[src/rtl/demux_scheduler_pkg.sv]
// ============================================================================
// Module : demux_scheduler_pkg
// Brief  : Shared constants for the 1:4 demux sequencer: channel count,
//          select width and FSM state encodings.
// Rev    : 1.0 - initial release
// ============================================================================
`default_nettype none

package demux_scheduler_pkg;

    localparam int c_N_CH  = 4;
    localparam int c_SEL_W = 2;

    // FSM state encodings
    localparam logic [1:0] c_ST_IDLE = 2'd0;
    localparam logic [1:0] c_ST_PICK = 2'd1;
    localparam logic [1:0] c_ST_SEND = 2'd2;

endpackage

`default_nettype wire

[src/rtl/demux_scheduler_rr_pick.sv]
// ============================================================================
// Module : demux_scheduler_rr_pick
// Brief  : Combinational round-robin arbiter. Searches last_grant+1 .. +4
//          (mod 4) for the first enabled channel, so the previous winner is
//          only re-granted when it is the sole enabled channel.
// Rev    : 1.0 - initial release
// ============================================================================
`default_nettype none

module demux_scheduler_rr_pick
    import demux_scheduler_pkg::*;
(
    input  logic [c_N_CH-1:0]  mask,
    input  logic [c_SEL_W-1:0] last_grant,
    output logic [c_SEL_W-1:0] grant,
    output logic               any
);

    logic [c_SEL_W-1:0] w_idx;
    logic               w_found;

    // Rotating priority search starting just after the previous grant
    always_comb begin
        grant   = last_grant;
        w_idx   = last_grant;
        w_found = 1'b0;
        for (int k = 1; k <= c_N_CH; k++) begin
            w_idx = last_grant + c_SEL_W'(k);
            if (!w_found && mask[w_idx]) begin
                grant   = w_idx;
                w_found = 1'b1;
            end
        end
        any = |mask;
    end

endmodule

`default_nettype wire

[src/rtl/demux_scheduler.sv]
// ============================================================================
// Module : demux_scheduler
// Brief  : Sequencer for a 1:4 data demultiplexer. Buffers one input word and
//          steers it to the granted channel, delivering BURST words per
//          channel in round-robin order over the enabled channels.
// Rev    : 1.0 - initial release
// ============================================================================
`default_nettype none

module demux_scheduler
    import demux_scheduler_pkg::*;
#(
    parameter int WIDTH = 8,
    parameter int BURST = 4
) (
    input  logic                clk,
    input  logic                rst_n,
    input  logic                in_valid,
    output logic                in_ready,
    input  logic [WIDTH-1:0]    in_data,
    input  logic [c_N_CH-1:0]   mask,
    output logic [WIDTH-1:0]    out_data,
    output logic [c_N_CH-1:0]   out_valid,
    input  logic [c_N_CH-1:0]   out_ready,
    output logic [c_SEL_W-1:0]  sel,
    output logic                busy,
    output logic                burst_done
);

    localparam int                 c_CNT_W    = $clog2(BURST + 1);
    localparam logic [c_CNT_W-1:0] c_CNT_LAST = c_CNT_W'(BURST - 1);

    logic [1:0]          r_state;
    logic                r_buf_full;
    logic [WIDTH-1:0]    r_buf;
    logic [c_SEL_W-1:0]  r_sel;
    logic [c_SEL_W-1:0]  r_last_grant;
    logic [c_CNT_W-1:0]  r_burst_cnt;
    logic                r_burst_done;

    logic [c_N_CH-1:0]   w_out_valid;
    logic                w_out_fire;
    logic                w_in_ready;
    logic                w_in_fire;
    logic [c_SEL_W-1:0]  w_grant;
    logic                w_any;

    demux_scheduler_rr_pick u_rr_pick (
        .mask       (mask),
        .last_grant (r_last_grant),
        .grant      (w_grant),
        .any        (w_any)
    );

    // One-hot valid to the granted channel only while a word is held in SEND
    always_comb begin
        w_out_valid = '0;
        if (r_state == c_ST_SEND && r_buf_full) begin
            w_out_valid[r_sel] = 1'b1;
        end
    end

    // Accepting while the buffer drains keeps a sustained 1 word/cycle
    assign w_out_fire = w_out_valid[r_sel] & out_ready[r_sel];
    assign w_in_ready = ~r_buf_full | w_out_fire;
    assign w_in_fire  = in_valid & w_in_ready;

    // One-entry holding buffer; a simultaneous fill and drain keeps it full
    always_ff @(posedge clk or negedge rst_n) begin
        if (!rst_n) begin
            r_buf      <= '0;
            r_buf_full <= 1'b0;
        end else if (w_in_fire) begin
            r_buf      <= in_data;
            r_buf_full <= 1'b1;
        end else if (w_out_fire) begin
            r_buf_full <= 1'b0;
        end
    end

    // Grant sequencing: IDLE -> PICK -> SEND bursts, re-arbitrating in PICK
    always_ff @(posedge clk or negedge rst_n) begin
        if (!rst_n) begin
            r_state      <= c_ST_IDLE;
            r_sel        <= '0;
            r_last_grant <= 2'd3;
            r_burst_cnt  <= '0;
            r_burst_done <= 1'b0;
        end else begin
            r_burst_done <= 1'b0;
            case (r_state)
                c_ST_IDLE: begin
                    if (|mask) begin
                        r_state <= c_ST_PICK;
                    end
                end
                c_ST_PICK: begin
                    if (!w_any) begin
                        r_state <= c_ST_IDLE;
                    end else begin
                        r_sel        <= w_grant;
                        r_last_grant <= w_grant;
                        r_burst_cnt  <= '0;
                        r_state      <= c_ST_SEND;
                    end
                end
                c_ST_SEND: begin
                    if (w_out_fire) begin
                        r_burst_cnt <= r_burst_cnt + 1'b1;
                        if (r_burst_cnt == c_CNT_LAST) begin
                            r_burst_done <= 1'b1;
                            r_state      <= c_ST_PICK;
                        end else if (!mask[r_sel]) begin
                            // Committed word delivered to a now-disabled channel
                            r_state <= c_ST_PICK;
                        end
                    end else if (!mask[r_sel] && !r_buf_full) begin
                        r_state <= c_ST_PICK;
                    end
                end
                default: begin
                    r_state <= c_ST_IDLE;
                end
            endcase
        end
    end

    assign in_ready   = w_in_ready;
    assign out_data   = r_buf;
    assign out_valid  = w_out_valid;
    assign sel        = r_sel;
    assign busy       = (r_state != c_ST_IDLE);
    assign burst_done = r_burst_done;

endmodule

`default_nettype wire
[config.mk]
export PLATFORM = sky130hd
export DESIGN_NAME = demux_scheduler
export DESIGN_NICKNAME = d
export VERILOG_FILES = /design/src/rtl/demux_scheduler_pkg.sv /design/src/rtl/demux_scheduler_rr_pick.sv /design/src/rtl/demux_scheduler.sv
export SDC_FILE = /design/constraint.sdc
export NUM_CORES = 1
export LEC_CHECK = 0
export CORE_MARGIN = 4
export CORE_UTILIZATION = 35
export CTS_CLUSTER_SIZE = 20
export DETAILED_ROUTE_END_ITERATION = 10
export PLACE_DENSITY_LB_ADDON = 0.05
export SYNTH_ARGS = -nofsm -noshare
export SYNTH_HDL_FRONTEND = slang
export SYNTH_SLANG_ARGS = --single-unit
[constraint.sdc]
create_clock -name clk -period 3.71 [get_ports clk]
set_input_delay 0.742 -clock clk [delete_from_list [all_inputs] [get_ports clk]]
set_output_delay 0.742 -clock clk [all_outputs]
set_load 0.05 [all_outputs]
==> impl_metrics.yaml, run 1 <==
yosys:
  synth_top_cell_by_area: "dfrtp_1"
  synthesis.nets: 123
  synth.area.mux_share: 0.185
  synthCells: 102
  synth_edf_count: 0
  synthAdderAreaFrac: 0.0225
  synth_top_family_by_area: "multiplexers"
  syn_area_sq_um: 1110
  yosysTopAreaCellShare: 0.383
  synth_xor_area_frac: 0
  synth_compound_area_frac: 0.143
  yosysSeqAreaShare: 0.431
  synth_cell_type_count: 36
  synthArstFlopShare: 1.00
  ys_warn_count: 0
  synth-seq-cells: 19
  synth_ff_type: "dfrtp_1"
  synthSimpleGateAreaFrac: 0.172
  syn_avg_cell_area_sq_um: 10.9
  synth.top_cells.by_area: "dfrtp_1 (38%), mux2_4 (11%), dfstp_2 (4.7%), mux4_1 (4.7%), nor2_1 (3.4%)"
hold_path:
  min_to: "r_state[0]$_DFFE_PN0P_"
  min_path_type: "flop to flop"
  worstHoldStart: "r_state[0]$_DFFE_PN0P_"
  min_path_cells: 1
worst_setup_path:
  worst-path-max-fanout: 3
  cp_top_family: "buffers and inverters"
  cp.depth: 4
  path_buf_inv: 2
  cp_slowest_cell: "clkdlybuf4s50_1"
  slowest_delay_ps: 710
  critPathLaunchType: "input pin"
  rr_worst_depth: 4
  path_class: "input pin to primary output"
  worstPathArrival_ps: 2690
  cp-end-kind: "primary output"
  reg2reg_to: "out_data[4]$_DFFE_PN0P_"
  regToRegSetupSlack_ps: 1760
  crit_path_start: "out_ready[2]"
  r2r_start: "sel[0]$_DFFE_PN0P_"
  required_ps: 2970
  crit_top_cell: "clkdlybuf4s50_1"
  path_cells: "clkdlybuf4s50_1 -> mux4_2 -> a21bo_4 -> clkdlybuf4s50_1"
clock_tree:
  h-tree-depth: 1
  cts_setup_buffers: 0
  hold_buffers: 0
  clkSinkCount: 19
  root_buffer: "clkbuf_4"
  clk_latency_ps: 310
  clock_path_buffers: 2
  cts_buffers: 3
  clk_pin_slew_worst_paths_ps: 130
  cts_tree: "yes"
  ctsResizeCount: 0
timing:
  drv_slew: 0
  setup_viol: 0
  fmax_mhz: 292
  worst_pin_slew_ps: 845
  rsz0062_at_grt: "no"
  clock_skew_ps: 22.8
  min_period_ps: 3430
  min_period_over_period: 0.924
  finalSetupTns_ps: 0
  hold_viol: 0
  slew_headroom: 0.435
  setup_ws_ps: 282
floorplan:
  die_width_microns: 64.3
  die-area_sq_um: 4140
  num_rows: 20
  start_util: 0.364
  die_h_microns: 64.3
  io_pins: 36
  fp.coreArea_sq_um: 3050
finish:
  final_nets: 157
  fin_util: 0.495
  design_area_sq_um: 1510
  drive_above_1_share: 0.156
  syn2layout_area_growth_pct: 36.1
  n_antenna_cell: 0
  n_fill_cell: 300
global_route:
  grt_pass1_vias: 854
  grt_max_degree: 20
  antenna_found_initial: 0
  grt_pass1_wl_microns: 4080
  overflow: 0
  track_usage: 0.126
detailed_routing:
  antenna_left: 0
  drt_first_pass_iters: 4
  wl_microns: 2440
  via_count: 851
  via_per_inst: 4.75
  drc: 0
  drtIter0Drc: 21
  wire_per_inst_microns: 13.6
status:
  status: "finished, final reports clean"
job:
  maxCapViolations: 0
power_and_ir_drop:
  ir_worst_vdd_mv: 0.319
  power_density_nw_per_um2: 879
  p_total_mw: 1.33
  p_leak_nw: 0.641
place:
  post-place-ws_ps: 270
  io_buffers: 35
  place_congestion: 0.802
  postPlaceCellArea_sq_um: 1480
  dp_hpwl_microns: 1860
[worst reg2reg max path, cell delays in order (launching register included)]
cell and delay [ps]:
dfrtp_1 550, mux4_2 610, a21bo_4 270, nand2_8 120, mux2_4 310
[where the power goes]
part / switching, mW / total (mW) / internal, mW
clock network: 0.0666 / 0.107 / 0.0402
logic: 0.469 / 0.822 / 0.353
registers: 0.0958 / 0.399 / 0.303
total: 0.631 / 1.33 / 0.697
[layout by cell type, fill, tap and decap left out, drive strengths merged, types with 2 or more instances in the layout]
| master | count |
|---|---|
| nand2 | 8 |
| o21ai | 7 |
| inv | 5 |
| dfrtp | 17 |
| clkdlybuf4s50 | 35 |
| dfstp | 2 |
| mux4 | 3 |
| nand3 | 5 |
| o21a | 2 |
| mux2 | 8 |
| nor2 | 10 |
| ha | 2 |
| nor2b | 4 |
| a21oi | 6 |
| clkbuf | 3 |
[cell type report]
cell class / count / area [sq um] / share of cell area
clock buffer: 3 / 22.5 / 0.0149
clock inverter: 1 / 5.00 / 0.00331
sequential: 19 / 478 / 0.316
multi-input combinational: 72 / 581 / 0.384
timing repair buffer: 35 / 350 / 0.232
inverter: 5 / 18.8 / 0.0124
tap: 44 / 55.1 / 0.0365
[state kept, by name (all words and copies together), names as in the netlist]
signal,cells
r_last_grant,2
r_burst_cnt,3
sel,2
burst_done,1
out_data,8
r_state,2
r_buf_full,1
[per-stage QoR]
stage,cells,hold slack [ps]
after CTS,179,499
after global routing,179,525
final,179,502
after detailed placement,175,482
after global placement,175,483
after floorplan,102,446
[Yosys cell counts (all sizes together), types with 2 or more instances]
master	n
mux2	8
nor2	10
o21a	2
buf	3
inv	5
o21ai	7
dfstp	2
mux4	3
nand3	5
clkbuf	3
a21oi	6
ha	2
dfrtp	17
nand2	8
nor2b	4
[how the worst max path moves through the flow]
stage / end / slack [ps]
after CTS: in_ready / 270
after floorplan: out_valid[0] / 940
after global placement: in_ready / 280
after detailed placement: in_ready / 270
after global routing: in_ready / 230
final: in_ready / 280
[metal layers]
layer | routed length [microns] | track usage | vias to the layer above | share of wire
met5 | 0 | 0 | - | 0
met1 | 1100 | 0.162 | 405 | 0.45
met4 | 21 | 0.0317 | 0 | 0.0086
li1 | - | - | 429 | -
met3 | 117 | 0.0457 | 2 | 0.048
met2 | 1200 | 0.201 | 15 | 0.49
[kinds of logic (layout without fill, tap and decap cells)]
logic type,count (synthesis),after routing
simple gates,35,35
compound gates,23,23
flops,19,19
mux,12,12
buf+inv,11,44
fa+ha+maj,2,2
Note: power is estimated with default switching activity, not from simulation.
==> run 2: changes to the inputs <==
--- a/config.mk
+++ b/config.mk
@@ -9,7 +9,9 @@
 export CORE_UTILIZATION = 35
 export CTS_CLUSTER_SIZE = 20
 export DETAILED_ROUTE_END_ITERATION = 10
+export DONT_BUFFER_PORTS = 1
 export PLACE_DENSITY_LB_ADDON = 0.05
+export SKIP_CTS_REPAIR_TIMING = 1
 export SYNTH_ARGS = -nofsm -noshare
 export SYNTH_HDL_FRONTEND = slang
 export SYNTH_SLANG_ARGS = --single-unit
==> run 2 against run 1 <==
Against the previous run: global-route usage down 0.61 points; sequential power up 52%; fmax up 22%; utilization down 11 points; hold slack worse by 380 ps; highest routed layer unchanged.
==> impl_metrics.yaml, run 2 (synthesis gave the netlist of run 1 again) <==
place:
  post-place-ws_ps: 1180
  dp_hpwl_microns: 1720
  place_congestion: 0.724
  place_inst: 140
  io_buffers: 0
detailed_routing:
  antenna_left: 0
  drt_first_pass_iters: 4
  via_per_inst: 5.19
  wl_microns: 2250
  drtIter0Drc: 22
  via_count: 748
  wire_per_inst_microns: 15.6
  drc: 0
global_route:
  met2_usage: 0.191
  antenna_found_initial: 0
  grt_max_degree: 20
  top_usage_layer: "met2"
  track_usage: 0.120
  overflow: 0
  grt_pass1_vias: 768
  use_met3: 0.0510
  grt_pass1_wl_microns: 3860
  grtUsageMet1: 0.152
power_and_ir_drop:
  ir_worst_vdd_mv: 0.376
  p_total_mw: 1.15
  switching_power_mw: 0.595
  clock_power_share: 0.091
  combinationalPowerShare: 0.384
  internal-power_mw: 0.557
  power_density_nw_per_um2: 990
  swShare: 0.517
  p_leak_nw: 0.506
  p_seq_frac: 0.525
finish:
  syn2layout_area_growth_pct: 4.85
  n_fill_cell: 326
  drive_above_1_share: 0.210
  instances_no_fill: 144
  final_common_cell: "dfrtp_1"
  largest_reg_flops: 8
  n_antenna_cell: 0
  final_nets: 122
  final_cell_mix: "dfrtp_1 (17), nor2_1 (10), mux2_4 (8)"
timing:
  setup_viol: 0
  worst_pin_slew_ps: 899
  timing.hold.ws_ps: 121
  drv_slew: 0
  min_period_over_period: 0.760
  finalSetupTns_ps: 0
  min_period_ps: 2820
  fmax_mhz: 355
  clock_skew_ps: 11.1
  setup_ws_ps: 889
  hold_viol: 0
  rsz0062_at_grt: "no"
  slew_headroom: 0.398
floorplan:
  die_width_microns: 64.3
  num_rows: 20
  fp.coreArea_sq_um: 3050
  io_pins: 36
  die_h_microns: 64.3
  die-area_sq_um: 4140
  start_util: 0.364
worst_setup_path:
  cp_slowest_cell: "dfrtp_1"
  worst-path-max-fanout: 9
  cp_top_family: "flip-flops"
  worstPathArrival_ps: 2080
  cp-end-kind: "primary output"
  path_class: "flop to primary output"
  path_buf_inv: 0
  reg2reg_to: "out_data[5]$_DFFE_PN0P_"
  required_ps: 2970
  slowest_delay_ps: 830
  r2r_start: "sel[0]$_DFFE_PN0P_"
  path_cells: "mux4_2 -> a21bo_4"
  critPathLaunchType: "flop"
  rr_worst_depth: 4
  regToRegSetupSlack_ps: 1360
clock_tree:
  clkSinkCount: 19
  h-tree-depth: 1
  clock_path_buffers: 2
  cts_tree: "yes"
  clk_latency_ps: 290
  cts_buffers: 3
  root_buffer: "clkbuf_4"
  clk_pin_slew_worst_paths_ps: 110
status:
  status: "finished, final reports clean"
job:
  maxCapViolations: 0
hold_path:
  min_path_type: "input pin to async pin"
run 2: changes by cell type in the layout (fill, tap and decap cells not counted), sizes merged:
cell	before	now
clkbuf	3	4
clkinv	1	0
clkdlybuf4s50	35	0
run 2: cell type report:
type / instances / area [sq um] / share of cell area
clock buffers: 4 / 26.3 / 0.0226
inverters: 5 / 18.8 / 0.0161
multi-input cells: 72 / 586 / 0.503
flip-flops and latches: 19 / 478 / 0.411
well taps: 44 / 55.1 / 0.0473
run 2: worst max-delay path by stage:
stage	startpoint	end	slack, ps	depth (start not counted)
6_report	sel[0]$_DFFE_PN0P_	in_ready	890	2
5_1_grt	sel[0]$_DFFE_PN0P_	in_ready	760	2
4_1_cts	sel[0]$_DFFE_PN0P_	in_ready	840	2
3_5_place_dp	sel[0]$_DFFE_PN0P_	in_ready	1180	2
3_3_place_gp	sel[0]$_DFFE_PN0P_	in_ready	1200	2
2_1_floorplan	r_buf_full$_DFFE_PN0P_	out_valid[0]	940	4
run 2: power groups by stage:
stage,sequential [mW],combinational (mW),clock [mW]
final,0.605,0.442,0.104
after global placement,0.611,0.446,0
after CTS,0.608,0.450,0.111
after floorplan,0.550,0.454,0
after global routing,0.624,0.490,0.125
after detailed placement,0.612,0.449,0
run 2: metrics by stage:
step	utilization	area, sq um
finish	0.381	1160
floorplan	-	1110
detailed placement	0.373	1140
global placement	0.373	1140
CTS	0.381	1160
global route	0.381	1160
run 2: routing by layer:
metal | vias up | wire [microns]
met1 | 365 | 932
met4 | 0 | 15
met5 | - | 0
met3 | 2 | 157
met2 | 23 | 1140
li1 | 358 | -
==> run 3: changes to the inputs <==
==> constraint.sdc (replaced) <==
create_clock -name clk -period 2.9 [get_ports clk]
set_input_delay 0.58 -clock clk [delete_from_list [all_inputs] [get_ports clk]]
set_output_delay 0.58 -clock clk [all_outputs]
set_load 0.05 [all_outputs]
==> run 3 against run 2 <==
Against the previous run: routed wire length increased by 2.6%; non-clock buffer count increased by 6; clock-buffer cell count down 1; hold slack better by 1.9 ps; largest cell class unchanged; via count up 1.5%.
==> impl_metrics.yaml, run 3 (synthesis gave the netlist of run 1 again) <==
finish:
  n_fill_cell: 317
  drive_above_1_share: 0.255
  largest_reg_flops: 8
  n_antenna_cell: 0
  final_cell_mix: "dfrtp_1 (17), nor2_1 (10), mux2_4 (8)"
  syn2layout_area_growth_pct: 9.24
  final_common_cell: "dfrtp_1"
  final_nets: 128
clock_tree:
  cts_buffers: 3
  cts_tree: "yes"
  clk_latency_ps: 300
  root_buffer: "clkbuf_4"
  clkSinkCount: 19
  h-tree-depth: 1
  clock_path_buffers: 2
  clk_pin_slew_worst_paths_ps: 120
global_route:
  antenna_found_initial: 0
  grt_max_degree: 20
  grt_pass1_vias: 729
  track_usage: 0.116
  overflow: 0
  grt_pass1_wl_microns: 3680
worst_setup_path:
  worstPathArrival_ps: 1620
  cp-end-kind: "primary output"
  path_class: "flop to primary output"
  worst-path-max-fanout: 10
  critPathLaunchType: "flop"
  required_ps: 2320
detailed_routing:
  drtIter0Drc: 15
  antenna_left: 0
  via_per_inst: 5.06
  drt_first_pass_iters: 4
  wire_per_inst_microns: 15.4
  wl_microns: 2310
  drc: 0
  via_count: 759
power_and_ir_drop:
  p_leak_nw: 0.539
  ir_worst_vdd_mv: 0.548
  power_density_nw_per_um2: 1250
  p_total_mw: 1.52
floorplan:
  num_rows: 20
  die_width_microns: 64.3
  start_util: 0.364
  die_h_microns: 64.3
  fp.coreArea_sq_um: 3050
  die-area_sq_um: 4140
  io_pins: 36
place:
  post-place-ws_ps: 909
  place_congestion: 0.701
  dp_hpwl_microns: 1760
  io_buffers: 0
status:
  status: "finished, final reports clean"
timing:
  worst_pin_slew_ps: 786
  fmax_mhz: 455
  setup_ws_ps: 702
  clock_skew_ps: 16.5
  drv_slew: 0
  min_period_over_period: 0.758
  finalSetupTns_ps: 0
  setup_viol: 0
  slew_headroom: 0.470
  hold_viol: 0
  rsz0062_at_grt: "no"
  min_period_ps: 2200
hold_path:
  min_path_type: "input pin to async pin"
job:
  maxCapViolations: 0
[run 3: cell count changes in the layout (fill, tap and decap cells not counted)]
cell / delta
buf_4: +5
clkbuf_1: -1
clkinv_2: +1
dlygate4sd3_1: +1
[run 3: stage by stage]
| stage | instance area (sq um) | util | instances | hold WS, ps |
|---|---|---|---|---|
| floorplan | 1110 | - | 102 | 284 |
| global placement | 1170 | 0.385 | 145 | 285 |
| detailed placement | 1170 | 0.385 | 145 | 285 |
| CTS | 1200 | 0.394 | 149 | -61.7 |
| global route | 1210 | 0.397 | 150 | 79.9 |
| finish | 1210 | 0.397 | 150 | 123 |
[run 3: report_power, final]
part / leakage (nW) / internal (mW) / switching [mW]
Sequential: 0.228 / 0.385 / 0.316
Clock: 0.0177 / 0.0513 / 0.0814
Combinational: 0.293 / 0.303 / 0.379
Total: 0.539 / 0.739 / 0.776
[run 3: path summary, 6_finish.rpt]
path	startpoint	end	slack, ps	cells after the start
worst max-delay path	r_buf_full$_DFFE_PN0P_	out_valid[0]	700	3
worst min-delay path	rst_n	r_last_grant[0]$_DFFE_PN1P_	120	0
worst max register to register	sel[0]$_DFFE_PN0P_	out_data[1]$_DFFE_PN0P_	1090	4
worst min register to register	r_burst_cnt[0]$_DFFE_PN0P_	r_burst_cnt[0]$_DFFE_PN0P_	510	1
max in group asynchronous	rst_n	sel[0]$_DFFE_PN0P_	1600	1
min in group clk	in_valid	r_buf_full$_DFFE_PN0P_	380	1
[run 3: area by class of cell]
class                      count  area (sq um)  share of cell area
timing repair buffer           6          47.5              0.0392
clock inverter                 1          5.00             0.00413
multi-input combinational     72           586               0.483
sequential                    19           478               0.394
tap                           44          55.1              0.0454
inverter                       5          18.8              0.0155
clock buffer                   3          22.5              0.0186
[run 3: worst max-delay path: stages (launching register included)]
cell and delay (ps):
dfrtp_1 520, and3b_1 370, nor3b_2 210, buf_4 220
[run 3: per-layer routing]
| metal | up-vias | GRT usage | wire length [microns] |
|---|---|---|---|
| met5 | - | 0 | 0 |
| met4 | 0 | 0.0237 | 12 |
| met3 | 2 | 0.0475 | 131 |
| met2 | 16 | 0.186 | 1110 |
| met1 | 370 | 0.147 | 1060 |
| li1 | 371 | - | - |
